## src/rtl/gate_tester.sv

```systemverilog
// gate_tester: drives the four input combinations of a 2-input gate under
// test, waits SETTLE cycles after each change, samples y_in and compares it
// against the truth table of the gate type latched at start. It reports a
// per-vector fail mask, a saturating mismatch count and a pass flag.
//
// Optional feature: define GATE_TESTER_EARLY_ABORT_EN to finish the run on
// the first mismatching vector instead of always applying all four vectors.
module gate_tester #(
  parameter int SETTLE = 1  // hold cycles before y_in is sampled, 1..15
) (
  input  logic       clk,
  input  logic       rst,
  input  logic       start,
  input  logic [2:0] gate_sel,
  input  logic       y_in,
  output logic       a_out,
  output logic       b_out,
  output logic       busy,
  output logic       done,
  output logic       pass,
  output logic [2:0] err_count,
  output logic [3:0] fail_vec
);

  // Gate type codes as seen on gate_sel.
  localparam logic [2:0] GATE_AND  = 3'd0;
  localparam logic [2:0] GATE_OR   = 3'd1;
  localparam logic [2:0] GATE_NAND = 3'd2;
  localparam logic [2:0] GATE_NOR  = 3'd3;
  localparam logic [2:0] GATE_XOR  = 3'd4;
  localparam logic [2:0] GATE_XNOR = 3'd5;
  localparam logic [2:0] GATE_BUF  = 3'd6;

  // Counter reload value; SETTLE always fits in four bits.
  localparam logic [3:0] SETTLE_LOAD = 4'(SETTLE);

  // Mismatch count saturates here (there are only four vectors).
  localparam logic [2:0] ERR_MAX = 3'd4;

  typedef enum logic [1:0] {
    ST_IDLE,
    ST_WAIT,
    ST_SAMPLE,
    ST_DONE
  } state_t;

  state_t     state_q, state_d;
  logic [2:0] gate_q, gate_d;     // gate type captured at the start edge
  logic [1:0] vec_q, vec_d;       // current vector, {a_out,b_out}
  logic [3:0] cnt_q, cnt_d;       // settle countdown while in WAIT
  logic       busy_q, busy_d;
  logic       done_q, done_d;
  logic       pass_q, pass_d;
  logic [2:0] err_q, err_d;
  logic [3:0] fail_q, fail_d;

  // Expected output of a gate type for one input combination.
  function automatic logic gate_eval(input logic [2:0] g, input logic a, input logic b);
    logic y;
    case (g)
      GATE_AND:  y = a & b;
      GATE_OR:   y = a | b;
      GATE_NAND: y = ~(a & b);
      GATE_NOR:  y = ~(a | b);
      GATE_XOR:  y = a ^ b;
      GATE_XNOR: y = ~(a ^ b);
      GATE_BUF:  y = a;
      default:   y = ~a;       // NOT
    endcase
    return y;
  endfunction

  // Full truth table of the latched gate, bit index = {a,b}.
  logic [3:0] exp_tt;

  for (genvar gi = 0; gi < 4; gi++) begin : g_tt
    localparam logic [1:0] VEC = 2'(gi);
    assign exp_tt[gi] = gate_eval(gate_q, VEC[1], VEC[0]);
  end

  // Result of comparing y_in with the expected value of the current vector.
  logic       mismatch;
  logic [2:0] err_sample;
  logic [3:0] fail_sample;
  logic       last_vec;

  // Per-sample bookkeeping: mismatch flag, updated count/mask, end-of-run test.
  always_comb begin
    mismatch    = (y_in != exp_tt[vec_q]);
    err_sample  = err_q;
    fail_sample = fail_q;
    if (mismatch) begin
      err_sample  = (err_q >= ERR_MAX) ? ERR_MAX : err_q + 3'd1;
      fail_sample = fail_q | (4'(mismatch) << vec_q);
    end
`ifdef GATE_TESTER_EARLY_ABORT_EN
    last_vec = (vec_q == 2'd3) || mismatch;
`else
    last_vec = (vec_q == 2'd3);
`endif
  end

  // Next-state and output-register logic of the run sequencer.
  always_comb begin
    state_d = state_q;
    gate_d  = gate_q;
    vec_d   = vec_q;
    cnt_d   = cnt_q;
    busy_d  = busy_q;
    done_d  = 1'b0;
    pass_d  = pass_q;
    err_d   = err_q;
    fail_d  = fail_q;

    case (state_q)
      ST_IDLE: begin
        if (start) begin
          gate_d  = gate_sel;
          vec_d   = 2'd0;
          busy_d  = 1'b1;
          pass_d  = 1'b0;
          err_d   = 3'd0;
          fail_d  = 4'd0;
          cnt_d   = SETTLE_LOAD;
          state_d = ST_WAIT;
        end
      end

      ST_WAIT: begin
        // Spend exactly SETTLE cycles here; the sample edge follows.
        if (cnt_q <= 4'd1) begin
          state_d = ST_SAMPLE;
        end else begin
          cnt_d = cnt_q - 4'd1;
        end
      end

      ST_SAMPLE: begin
        err_d  = err_sample;
        fail_d = fail_sample;
        if (last_vec) begin
          // Results become visible together with the done pulse.
          done_d  = 1'b1;
          busy_d  = 1'b0;
          vec_d   = 2'd0;
          pass_d  = (err_sample == 3'd0);
          state_d = ST_DONE;
        end else begin
          vec_d   = vec_q + 2'd1;
          cnt_d   = SETTLE_LOAD;
          state_d = ST_WAIT;
        end
      end

      ST_DONE: begin
        // start is deliberately ignored here.
        state_d = ST_IDLE;
      end

      default: begin
        state_d = ST_IDLE;
      end
    endcase
  end

  // State and output registers with synchronous reset taking priority.
  always_ff @(posedge clk) begin
    if (rst) begin
      state_q <= ST_IDLE;
      gate_q  <= 3'd0;
      vec_q   <= 2'd0;
      cnt_q   <= 4'd0;
      busy_q  <= 1'b0;
      done_q  <= 1'b0;
      pass_q  <= 1'b0;
      err_q   <= 3'd0;
      fail_q  <= 4'd0;
    end else begin
      state_q <= state_d;
      gate_q  <= gate_d;
      vec_q   <= vec_d;
      cnt_q   <= cnt_d;
      busy_q  <= busy_d;
      done_q  <= done_d;
      pass_q  <= pass_d;
      err_q   <= err_d;
      fail_q  <= fail_d;
    end
  end

  assign a_out     = vec_q[1];
  assign b_out     = vec_q[0];
  assign busy      = busy_q;
  assign done      = done_q;
  assign pass      = pass_q;
  assign err_count = err_q;
  assign fail_vec  = fail_q;

endmodule

```

## config.mk

```make
export PLATFORM = sky130hd
export DESIGN_NAME = gate_tester
export DESIGN_NICKNAME = d
export VERILOG_FILES = /design/src/rtl/gate_tester.sv
export SDC_FILE = /design/constraint.sdc
export NUM_CORES = 1
export LEC_CHECK = 0
export CAP_MARGIN = 20
export CORE_UTILIZATION = 30
export CTS_CLUSTER_DIAMETER = 30
export DETAILED_ROUTE_END_ITERATION = 6
export HOLD_SLACK_MARGIN = 0.1
export PLACE_DENSITY = 0.52
export RECOVER_POWER = 25
export SLEW_MARGIN = 15
export SYNTH_ARGS = -nofsm -noshare
export SYNTH_HDL_FRONTEND = slang
export SYNTH_SLANG_ARGS = --single-unit
```

## constraint.sdc

```tcl
create_clock -name clk -period 2.4 [get_ports clk]
set_input_delay 0.36 -clock clk [delete_from_list [all_inputs] [get_ports clk]]
set_output_delay 0.36 -clock clk [all_outputs]
set_load 0.005 [all_outputs]
```

==> results of run 1 <==
-- sequential cells by signal, indices dropped and copies added (netlist names) --
name	cells
cnt_q	4
fail_vec	4
err_count	3
gate_q	3
state_q	2
vec_q	2
busy	1
done	1
pass	1
-- kinds of logic (layout without fill, tap and decap cells) --
kind of cell,after synthesis,after routing
simple gates,42,42
flops,21,21
mux,3,3
compound gates,39,39
buf+inv,16,37
xor+xnor,3,3
fa+ha+maj,5,5
-- worst min-delay path by stage --
stage                     slack [ns]  cells after the start                         to                startpoint
after global placement          0.45                      1   fail_vec[1]$_SDFFE_PP0P_  fail_vec[1]$_SDFFE_PP0P_
after global routing            0.51                      1   fail_vec[3]$_SDFFE_PP0P_  fail_vec[3]$_SDFFE_PP0P_
after CTS                       0.50                      1   fail_vec[2]$_SDFFE_PP0P_  fail_vec[2]$_SDFFE_PP0P_
after detailed placement        0.46                      1   fail_vec[3]$_SDFFE_PP0P_  fail_vec[3]$_SDFFE_PP0P_
final                           0.50                      1   fail_vec[3]$_SDFFE_PP0P_  fail_vec[3]$_SDFFE_PP0P_
after floorplan                 0.43                      1  err_count[0]$_SDFFE_PP0P_                       rst
-- cells in the mapped netlist (2+ instances only) --
library cell  instances  share of area (%)
dfxtp_1              21                 39
a22oi_1               2                1.4
a21oi_1               8                3.7
nor2b_1               5                2.9
a21o_1                2                1.4
nor3_1                3                1.4
buf_6                 2                2.1
clkbuf_1              4                1.4
nand2_1               7                2.4
xor2_1                2                1.6
o21ai_0               6                2.8
mux2i_1               3                2.8
nand3_1               4                1.8
nor2_1               17                5.9
o21a_1                5                3.5
a2111oi_1             3                2.8
inv_1                10                3.5
a31oi_1               2                1.2
ha_1                  5                5.8
-- power groups by stage --
| stage | Combinational [uW] | Sequential, uW | Clock, uW |
|---|---|---|---|
| final | 173 | 402 | 179 |
| after global routing | 198 | 408 | 202 |
| after CTS | 177 | 403 | 187 |
| after detailed placement | 175 | 410 | 0 |
| after global placement | 169 | 409 | 0 |
| after floorplan | 122 | 402 | 0 |
-- layout make-up --
cell class	count	area [sq um]	area share, %
Inverter	10	37.5	2.79
Timing Repair Buffer	23	214	15.9
Multi-Input combinational cell	92	592	43.9
Clock buffer	4	26.3	1.95
Tap cell	46	57.6	4.27
Sequential cell	21	420	31.2
-- through the flow --
step	hold WS, ns	setup WS (ns)	cells	utilization, %	area, sq um
3_3_place_gp	0.449	0.367	192	38.8	1330
6_report	0.497	0.308	196	39.5	1350
4_1_cts	0.497	0.292	196	39.6	1350
2_1_floorplan	0.429	0.389	129	-	1090
3_5_place_dp	0.463	0.320	192	38.8	1330
5_1_grt	0.511	0.0883	196	39.5	1350
-- per-layer routing --
metal,vias to the layer above,track usage (%),wire [um]
li1,496,-,-
met1,474,16.6,1110
met2,17,23.2,1210
met3,4,2.21,64
met4,0,7.27,38
met5,-,0,0
-- worst max-delay path, stage by stage (launching register included) --
cell and delay [ns]:
dfxtp_1 0.55, and2b_1 0.19, xnor2_1 0.06, o221a_1 0.24, or3_4 0.44, a2111oi_1 0.41, o21a_1 0.16
==> results.py, run 1 <==
metrics = {
    "worst_setup_path": {
        "endpoint": "fail_vec[2]$_SDFFE_PP0P_",
        "cp.required_ns": 2.66,
        "endpoint_kind": "flop",
        "critPathLaunchType": "flop",
        "r2r_end": "fail_vec[2]$_SDFFE_PP0P_",
        "path_max_fanout": 12,
        "r2r-start": "vec_q[0]$_SDFFE_PP0P_",
        "cp_data_arrival_time_ns": 2.35,
        "path_class": "reg -> reg",
        "rrSetupSlack_ns": 0.31,
        "cp-startpoint": "vec_q[0]$_SDFFE_PP0P_",
        "reg2reg_depth": 6,
    },
    "cells_and_area": {
        "final_common_cell": "dfxtp_1",
        "n_fill_cell": 363,
        "final_cell_mix": "dfxtp_1, nor2_1, clkdlybuf4s50_1",
        "n_antenna_cell": 0,
        "syn_to_final_growth_pct": 23.9,
        "drive_above_1_share_pct": 6.00,
        "final_nets": 163,
    },
    "drt": {
        "ant_nets": 0,
        "route.detailed.drc": 0,
        "routed_wl_um": 2420,
        "num_vias": 991,
        "drtIter0Drc": 39,
        "drt_first_pass_iters": 4,
        "via_per_inst": 5.06,
        "wl_per_cell_um": 12.3,
    },
    "timing": {
        "hold_viol": 0,
        "rsz0062_at_grt": "no",
        "fin_skew_ns": 0.00243,
        "fin_setup_tns_ns": 0,
        "fmax_ghz": 0.478,
        "finalCritPeriodShare_pct": 87.2,
        "worstMarginPinSlew_ns": 0.527,
        "maxSlewViolCount": 0,
        "finalSetupViolCount": 0,
        "timing.slew.headroom_pct": 64.6,
        "finalCriticalPeriod_ns": 2.09,
    },
    "clock_tree": {
        "cts_hold_buf": 0,
        "path_clk_slew_ns": 0.12,
        "insertion_delay_ns": 0.30,
        "post_cts_buffers": 0,
        "cts_tree": "yes",
        "clock_sinks": 21,
        "cts_resized": 0,
        "htree_levels": 1,
        "numCtsBuffers": 3,
        "clockRootBuffer": "clkbuf_4",
        "clockBufferDepth": 2,
    },
    "synth": {
        "synth-xor-area-share_pct": 2.42,
        "synth-async-reset-ratio_pct": 0,
        "ys.flop_type": "dfxtp_1",
        "yosys_warnings": 0,
        "yosysUniqueCellTypes": 37,
        "synthAdderAreaFrac_pct": 5.75,
        "synth_compound_area_share_pct": 24.7,
        "syn_area_per_cell_sq_um": 8.43,
        "synth_fp_nets": 141,
        "synth_mux_area_share_pct": 2.76,
        "synth-edff-count": 0,
        "synth_seq_cells": 21,
        "synth-seq-area-share_pct": 38.7,
        "synth_top_family_by_area": "compound AO/OA/AOI/OAI gates",
        "synthSimpleGateAreaFrac_pct": 18.8,
        "synth_area_sq_um": 1090,
        "postSynthCellCount": 129,
    },
    "die": {
        "std_cell_rows": 21,
        "coreArea_sq_um": 3420,
        "fp.dieW_um": 62.2,
        "io_pins": 19,
        "start_util_pct": 31.8,
        "fp.dieH_um": 62.2,
        "die_area_sq_um": 3870,
    },
    "pwr": {
        "p_comb_share_pct": 23.0,
        "leakage_uw": 0.000488,
        "sequentialPowerShare_pct": 53.3,
        "p_total_uw": 754,
        "swShare_pct": 31.3,
        "p_clk_share_pct": 23.7,
        "p_sw_uw": 236,
        "peakVddDrop_mv": 0.217,
        "internal_power_uw": 519,
        "cellPowerDensity_nw_per_um2": 560,
    },
    "global_route": {
        "grt_pass1_vias": 998,
        "grt_pass1_wl_um": 4310,
        "grt_use_total_pct": 13.7,
        "grt_overflow_total": 0,
        "grt_max_degree": 16,
        "antenna_found_initial": 0,
    },
    "place": {
        "port_buffers": 18,
        "dp_hpwl_um": 1720,
        "gp_congestion": 0.769,
    },
    "outcome": {
        "status": "finished, final reports clean",
    },
    "run": {
        "cap_viol_max_count": 0,
    },
    "min_path": {
        "hold_path.class": "reg -> reg",
    },
}
(Power assumes the default switching activity.)
==> run 2, diff against run 1 <==
--- a/config.mk
+++ b/config.mk
@@ -12,7 +12,7 @@
 export HOLD_SLACK_MARGIN = 0.1
 export PLACE_DENSITY = 0.52
 export RECOVER_POWER = 25
-export SLEW_MARGIN = 15
+export SLEW_MARGIN = 20
 export SYNTH_ARGS = -nofsm -noshare
 export SYNTH_HDL_FRONTEND = slang
 export SYNTH_SLANG_ARGS = --single-unit
==> results of run 2 <==
The final DEF is identical to that of run 1; final timing and power are the same.
